==> config.mk <==
export PLATFORM = sky130hd
export DESIGN_NAME = if_align_flat
export DESIGN_NICKNAME = d
export VERILOG_FILES = /design/src/rtl/if_align_if.sv /design/src/rtl/if_align.sv /design/src/flat_wrapper.sv
export SDC_FILE = /design/constraint.sdc
export NUM_CORES = 1
export LEC_CHECK = 0
export CORE_AREA = 3 3 119 121
export CTS_BUF_LIST = sky130_fd_sc_hd__clkbuf_8
export DETAILED_ROUTE_END_ITERATION = 12
export DIE_AREA = 0 0 122 124
export GPL_TIMING_DRIVEN = 0
export PLACE_DENSITY = 0.79
export SLEW_MARGIN = 20
export SYNTH_ARGS = -nofsm -noshare
export SYNTH_HDL_FRONTEND = slang
export SYNTH_SLANG_ARGS = --single-unit
==> constraint.sdc <==
create_clock -name clk -period 3.4 [get_ports clk]
set_clock_uncertainty 0.05 [all_clocks]
set_input_delay 0.68 -clock clk [delete_from_list [all_inputs] [get_ports clk]]
set_output_delay 0.68 -clock clk [all_outputs]
set_load 0.1 [all_outputs]
==> src/rtl/if_align_if.sv <==
// Fetch/decode-side signals of the instruction aligner.
// master drives fetch words, redirects and decode ready; slave is the aligner.
interface if_align_if #(
  parameter int unsigned XLEN = 64
);
  logic            redirect_valid;
  logic [XLEN-1:0] redirect_pc;
  logic            fetch_valid;
  logic            fetch_ready;
  logic [31:0]     fetch_data;
  logic            id_valid;
  logic            id_ready;
  logic [31:0]     id_inst;
  logic [XLEN-1:0] id_pc;
  logic            id_compressed;

  modport master (
    output redirect_valid, redirect_pc, fetch_valid, fetch_data, id_ready,
    input  fetch_ready, id_valid, id_inst, id_pc, id_compressed
  );

  modport slave (
    input  redirect_valid, redirect_pc, fetch_valid, fetch_data, id_ready,
    output fetch_ready, id_valid, id_inst, id_pc, id_compressed
  );
endinterface

==> src/rtl/if_align.sv <==
// Instruction aligner: halfword queue turning fetch words into 16/32-bit instructions.
// Define IF_ALIGN_RVC_EN for compressed support; otherwise every instruction is 32-bit.
module if_align #(
  parameter int unsigned XLEN     = 64,
  parameter int unsigned HW_DEPTH = 4
) (
  input  logic      clk,
  input  logic      rst,
  if_align_if.slave bus
);
  localparam int unsigned PW = $clog2(HW_DEPTH);
  localparam int unsigned CW = $clog2(HW_DEPTH + 1);

  typedef logic [PW-1:0] ptr_t;
  typedef logic [CW-1:0] cnt_t;

  logic [15:0]     q [HW_DEPTH];
  ptr_t            head_q, tail_q;
  cnt_t            cnt_q;
  logic [XLEN-1:0] head_pc_q;

  logic [15:0] hw0, hw1;
  logic        is16, id_valid, fetch_ready, push, pop;
  logic [1:0]  push_n, pop_n;

  // Pointers wrap modulo HW_DEPTH, which need not be a power of two.
  function automatic ptr_t ptr_add(ptr_t p, logic [1:0] k);
    logic [PW:0] s;
    s = {1'b0, p} + (PW+1)'(k);
    if (s >= (PW+1)'(HW_DEPTH)) s = s - (PW+1)'(HW_DEPTH);
    return s[PW-1:0];
  endfunction

  assign hw0 = q[head_q];
  assign hw1 = q[ptr_add(head_q, 2'd1)];

`ifdef IF_ALIGN_RVC_EN
  logic drop_low_q;
  assign is16   = (hw0[1:0] != 2'b11);
  assign push_n = drop_low_q ? 2'd1 : 2'd2;
`else
  assign is16   = 1'b0;
  assign push_n = 2'd2;
`endif

  assign pop_n       = is16 ? 2'd1 : 2'd2;
  assign id_valid    = (cnt_q >= CW'(pop_n));
  assign fetch_ready = (cnt_q <= CW'(HW_DEPTH - 2));
  assign push        = bus.fetch_valid & fetch_ready & ~bus.redirect_valid;
  assign pop         = id_valid & bus.id_ready & ~bus.redirect_valid;

  assign bus.fetch_ready   = fetch_ready;
  assign bus.id_valid      = id_valid;
  assign bus.id_inst       = !id_valid ? 32'h0 : (is16 ? {16'h0, hw0} : {hw1, hw0});
  assign bus.id_compressed = id_valid & is16;
  assign bus.id_pc         = head_pc_q;

  // Queue storage needs no reset: cnt gates every read.
  always_ff @(posedge clk) begin
    if (push) begin
`ifdef IF_ALIGN_RVC_EN
      if (drop_low_q) begin
        q[tail_q] <= bus.fetch_data[31:16];
      end else begin
        q[tail_q]                   <= bus.fetch_data[15:0];
        q[ptr_add(tail_q, 2'd1)]    <= bus.fetch_data[31:16];
      end
`else
      q[tail_q]                <= bus.fetch_data[15:0];
      q[ptr_add(tail_q, 2'd1)] <= bus.fetch_data[31:16];
`endif
    end
  end

  always_ff @(posedge clk) begin
    if (rst) begin
      head_q    <= '0;
      tail_q    <= '0;
      cnt_q     <= '0;
      head_pc_q <= '0;
`ifdef IF_ALIGN_RVC_EN
      drop_low_q <= 1'b0;
`endif
    end else if (bus.redirect_valid) begin
      head_q    <= '0;
      tail_q    <= '0;
      cnt_q     <= '0;
      head_pc_q <= bus.redirect_pc;
`ifdef IF_ALIGN_RVC_EN
      // Fetch restarts at the enclosing word; skip its low half for a +2 target.
      drop_low_q <= bus.redirect_pc[1];
`endif
    end else begin
      if (push) begin
        tail_q <= ptr_add(tail_q, push_n);
`ifdef IF_ALIGN_RVC_EN
        drop_low_q <= 1'b0;
`endif
      end
      if (pop) begin
        head_q    <= ptr_add(head_q, pop_n);
        head_pc_q <= head_pc_q + XLEN'({pop_n, 1'b0});
      end
      cnt_q <= cnt_q + (push ? CW'(push_n) : '0) - (pop ? CW'(pop_n) : '0);
    end
  end
endmodule

==> src/flat_wrapper.sv <==
// flat-port wrapper written by rule: the top's interface ports become plain ports
module if_align_flat 
#(
  parameter int unsigned XLEN     = 64,
  parameter int unsigned HW_DEPTH = 4
)
  (clk, rst, bus_redirect_valid, bus_redirect_pc, bus_fetch_valid, bus_fetch_data, bus_id_ready, bus_fetch_ready, bus_id_valid, bus_id_inst, bus_id_pc, bus_id_compressed);
  if_align_if #(.XLEN(XLEN)) bus_i ();
  input  logic clk;
  input  logic rst;
  input wire logic [$bits(bus_i.redirect_valid)-1:0] bus_redirect_valid;
  input wire logic [$bits(bus_i.redirect_pc)-1:0] bus_redirect_pc;
  input wire logic [$bits(bus_i.fetch_valid)-1:0] bus_fetch_valid;
  input wire logic [$bits(bus_i.fetch_data)-1:0] bus_fetch_data;
  input wire logic [$bits(bus_i.id_ready)-1:0] bus_id_ready;
  output wire logic [$bits(bus_i.fetch_ready)-1:0] bus_fetch_ready;
  output wire logic [$bits(bus_i.id_valid)-1:0] bus_id_valid;
  output wire logic [$bits(bus_i.id_inst)-1:0] bus_id_inst;
  output wire logic [$bits(bus_i.id_pc)-1:0] bus_id_pc;
  output wire logic [$bits(bus_i.id_compressed)-1:0] bus_id_compressed;
  assign bus_i.redirect_valid = bus_redirect_valid;
  assign bus_i.redirect_pc = bus_redirect_pc;
  assign bus_i.fetch_valid = bus_fetch_valid;
  assign bus_i.fetch_data = bus_fetch_data;
  assign bus_i.id_ready = bus_id_ready;
  assign bus_fetch_ready = bus_i.fetch_ready;
  assign bus_id_valid = bus_i.id_valid;
  assign bus_id_inst = bus_i.id_inst;
  assign bus_id_pc = bus_i.id_pc;
  assign bus_id_compressed = bus_i.id_compressed;
  if_align #(.XLEN(XLEN), .HW_DEPTH(HW_DEPTH)) u_core (.clk(clk), .rst(rst), .bus(bus_i));
endmodule
---- Word-level counts from Yosys, hierarchy flattened ----
Memory sizes are Yosys's and may differ from the RTL's. A register that Yosys moved wholly into a read port is not among the register bits.
Cells that the tools add are included.
W data, S select, Z words.
cells by class
  add/subtract/negate cells ............... 11
  $lt $le $gt $ge ......................... 6
  multiplexer cells ....................... 14
  bitwise operators ....................... 5
  reduce and logical (&&, ||, !) cells .... 2
operators with widths
  operator                 count
  $mux W64                 2
  $add A64 B3 Y64 const B  1
  $mux W32                 1
  $mux W2                  9
  $ge A3 B3 Y1 const B     4
  $sub A2 B1 Y2 const B    4
  $add A2 B1 Y3 const B    2
  $add A2 B2 Y3 const B    2
  $and A1 B1 Y1            4
  $add A3 B3 Y3            1
  $ge A3 B2 Y1 const B     1
  $le A3 B2 Y1 const B     1
  $sub A3 B3 Y3            1
  $mux W1                  2
  $reduce_bool A2 Y1       1
  $reduce_or A2 Y1         1
  $not A1 Y1               1
word-level totals
  register bits after elaboration ......... 71
  bits in writable memories ............... 64
  input bits .............................. 101
  output and inout bits ................... 99
  word-level logic and storage cells ...... 43
  memories ................................ 1
memory list
  memory    depth  width  rd ports  clocked after Yosys merged registers in  write ports  line            RTL
  u_core.q  4      16     2         1                                        2            if_align.sv:17  logic [15:0] q [HW_DEPTH];

---- Logic depth before layout (Yosys ltp) ----
  depth after elaboration ................. 6
  gate-level depth with buffers ........... 8
  gate-level depth less buffers ........... 7

---- Worst setup path after synthesis ----
Ideal clock, no wire load.
  kind .................................... flip-flop to flip-flop
  start ................................... register u_core.head_pc_q[18] (netlist: u_core.bus.id_pc[18])
  end ..................................... register u_core.head_pc_q[39] (netlist: u_core.bus.id_pc[39])
  library setup time ...................... 0.091 ns
  data arrival time ....................... 3.183 ns
  data required time ...................... 3.259 ns
  slack ................................... 0.076 ns
  cell stages (with the launch flop) ...... 8
  buffers on the path ..................... 2
  clock period less this slack ............ 3.324 ns
  cells stage by stage .................... dfxtp_1 -> nand4_2 -> or3_1 -> clkbuf_1 -> or3_1 -> buf_2 -> or4_1 -> a311oi_1
between the ends
  cells in the longest elaborated chain, start to end .. 3
RTL lines
  item                      line             RTL
  start: declaration        if_align.sv:20   logic [XLEN-1:0] head_pc_q;
  start signal: assignment  if_align.sv:88   head_pc_q <= bus.redirect_pc;
  start signal: assignment  if_align.sv:102  head_pc_q <= head_pc_q + XLEN'({pop_n, 1'b0});
  $add A64 B3 Y64           if_align.sv:102
  $mux W64                  if_align.sv:100  if (pop) begin
  $mux W64                  if_align.sv:84   end else if (bus.redirect_valid) begin
Every way passes these cells. The select of a mux whose other input is x is not followed.
A chain may end at the register's enable or synchronous reset.

==> impl_metrics.ini <==
[logic_synthesis]
yosys.cell_count.top_type = sky130_fd_sc_hd__nor2_1
synth_largest_area_cell = sky130_fd_sc_hd__edfxtp_1
synthArstFlopShare = 0
yosys.area.top_type_share = 0.3028
commonest_cells_in_the_netlist = 105 x sky130_fd_sc_hd__nor2_1, 69 x sky130_fd_sc_hd__dfxtp_1, 64 x sky130_fd_sc_hd__edfxtp_1, 38 x sky130_fd_sc_hd__mux2i_1, 37 x sky130_fd_sc_hd__nand2_1
yosysUniqueCellTypes = 47
synth-warning-count = 0
synth_edf_count = 64
yosys-top-cells-area = sky130_fd_sc_hd__edfxtp_1 30%, sky130_fd_sc_hd__dfxtp_1 22%, sky130_fd_sc_hd__nor2_1 6.2%
ys_seq_elements = 133
ys_dominant_reg_cell = sky130_fd_sc_hd__dfxtp_1
syn_avg_cell_area_um2 = 9.978
mappedNetlistNets = 739
ys_seq_area_frac = 0.5205
mappedNetlistArea_mm2 = 0.006346
syn_inst = 636

[setup_path]
worst_path_cell_chain = clkbuf_1 > mux2i_1 > nor2_1 > clkdlybuf4s50_1
timing.critical_path.from_type = register
cp_max_fo = 7
critical-path-top-delay-family = buffers and inverters
critical_path_required_ps = 2670
path_class = register to output port
bufs_and_invs_on_worst_path = 2
timing.critical_path.slowest_cell_delay_ps = 1150
setup.worst_path.end_class = output port
crit_slowest_cell = sky130_fd_sc_hd__clkdlybuf4s50_1
critical_path_arrival_ps = 2550

[power_and_ir_drop]
static-leakage-power_nw = 3.018
ir_drop_mv = 0.2404
power_density_mw_per_mm2 = 489.2

[cts]
clock_tree.root_cell = sky130_fd_sc_hd__clkbuf_8
cts_buffers = 17
postCtsSetupRepairBufs = 0
clk_transition_reported_paths_ps = 80
clkSinkCount = 133
max-clock-path-buffers = 2
cts-resized-gates = 73
clk_latency_worst_skew_pair_ps = 440
cts_max_level = 4
ctsHoldBuffers = 0
tritoncts = yes

[floorplanning]
top_level_ports = 200
rows = 42
initial_utilization = 0.4811
floorplan.core_area_mm2 = 0.01319
floorplan.die.width_um = 122
overall_die_area_mm2 = 0.01513
floorplan.die.height_um = 124

[placed_design]
dp_hpwl_um = 14030
place_ws_ps = -541.0
routability_congestion_estimate_from_global_placement = 0.9090
port_buffers = 197
place_inst = 1011

[drt]
drc = 0
firstDrtPassIters = 6
detailedRoute.firstIterationViolations = 374
vias = 5927
finalWirelength_um = 18950
antenna_violating_nets_post_route = 0
post_drt_via_cell_ratio = 5.683
routed_wire_length_per_instance_um = 18.17

[timing]
finalSetupViolations = 0
clock.fmax_mhz = 305.3
max-slew-margin-rel = 0.3081
totalNegativeSetupSlack_ps = 0
final_critical_path_setup_slack_ps = 124.7
hold_violations = 0
finalMaxSlewViolations = 0
max_slew.worst_pin.slew_ps = 1035
rsz_0062_raised_after_global_routing = false
period_minus_slack_ps = 3275
layout_worst_path_cycle_share = 0.9633

[global_routing]
grt_max_degree = 21
vias_in_the_first_global_route = 5756
grt_remaining_overflow = 0
grtUsageTotal = 0.2470
global_route_wire_length_before_repair_um = 29130
antenna_found_initial = 0

[cells_and_area]
fillers = 1037
drive_above_1_share = 0.08535
antenna_cells_inserted = 0
layoutNonFillerInstCount = 1043
area_growth_syn_to_layout_pct = 42.09
sequential_cell_area_mm2 = 0.003303
layout.nets = 957
multi_input_gate_area_in_the_final_layout_mm2 = 0.002833

[run_status]
run_status = completed

[flow_run]
maxCapViolations = 0

[hold_path]
min_path_type = register to register
==> cell usage in the layout, fill, tap and decap left out, drive strengths merged, types with 20 or more instances in the layout <==
cell type and n:
clkbuf 51, edfxtp 64, nand4 21, mux2i 38, clkdlybuf4s15 20, dfxtp 69
inv 26, clkdlybuf4s50 166, xor2 20, a211oi 31, nand3 30, nor2 105
nand2 37
==> layout make-up <==
cell class,instances,share of cell area
buffer,41,0.01845
clock buffer,17,0.02595
clock inverter,15,0.01596
inverter,20,0.008325
multi-input combinational,442,0.3141
sequential,133,0.3663
tap,176,0.02442
timing repair buffer,199,0.2264
==> stage by stage <==
| step | instance area [um^2] | total power, mW | hold WS, ps | util |
|---|---|---|---|---|
| floorplan | 6346 | 2.791 | 448.4 | - |
| global placement | 8538 | 3.172 | 427.0 | 0.6473 |
| detailed placement | 8602 | 3.195 | 445.8 | 0.6522 |
| CTS | 9000 | 4.431 | 465.1 | 0.6823 |
| global route | 9017 | 4.549 | 510.0 | 0.6836 |
| finish | 9017 | 4.411 | 464.7 | 0.6836 |
==> layer usage <==
| metal | vias up | track usage | routed length, um |
|---|---|---|---|
| met5 | - | 0 | 0 |
| met4 | 0 | 0.1036 | 523 |
| met3 | 49 | 0.07175 | 1970 |
| met2 | 328 | 0.4102 | 8860 |
| met1 | 2755 | 0.3021 | 7594 |
| li1 | 2795 | - | - |
==> power by group <==
part | internal, mW | switching (mW)
clock network | 0.595 | 0.669
logic | 0.348 | 0.950
registers | 1.76 | 0.0859
==> final timing paths <==
path | from | endpoint | slack [ps] | cells after the start
worst max-delay path | register | bus_id_inst[1] | 120 | 4
worst min-delay path | u_core.bus.id_pc[0] | u_core.bus.id_pc[0] | 460 | 2
worst max register to register | u_core.bus.id_pc[2] | u_core.bus.id_pc[44] | 390 | 7
worst min register to register | u_core.bus.id_pc[0] | u_core.bus.id_pc[0] | 460 | 2
==> cell families after synthesis <==
kind of cell	count (synthesis)	share of synthesized area
AND/OR/NAND/NOR	277	0.2216
flip-flops	133	0.5205
AO/OA/AOI/OAI	87	0.1039
buffers and inverters	61	0.03726
multiplexers	38	0.05994
XOR/XNOR	37	0.05106
adder cells (fa/ha/maj)	2	0.005126
other	1	0.0005909
==> sequential cells by signal, indices dropped and copies added, names as in the netlist, named ones only <==
signal	cells
u_core.tail_q	1
u_core.q	64
u_core.head_q	1
u_core.cnt_q	2
u_core.bus.id_pc	64
==> tightest hold or removal path, cell delays in order, from the launching register on <==
cell and delay [ps]:
sky130_fd_sc_hd__dfxtp_1 340, sky130_fd_sc_hd__mux2i_1 70, sky130_fd_sc_hd__nor2_1 80
No activity file was read; power rests on OpenSTA's default activity.
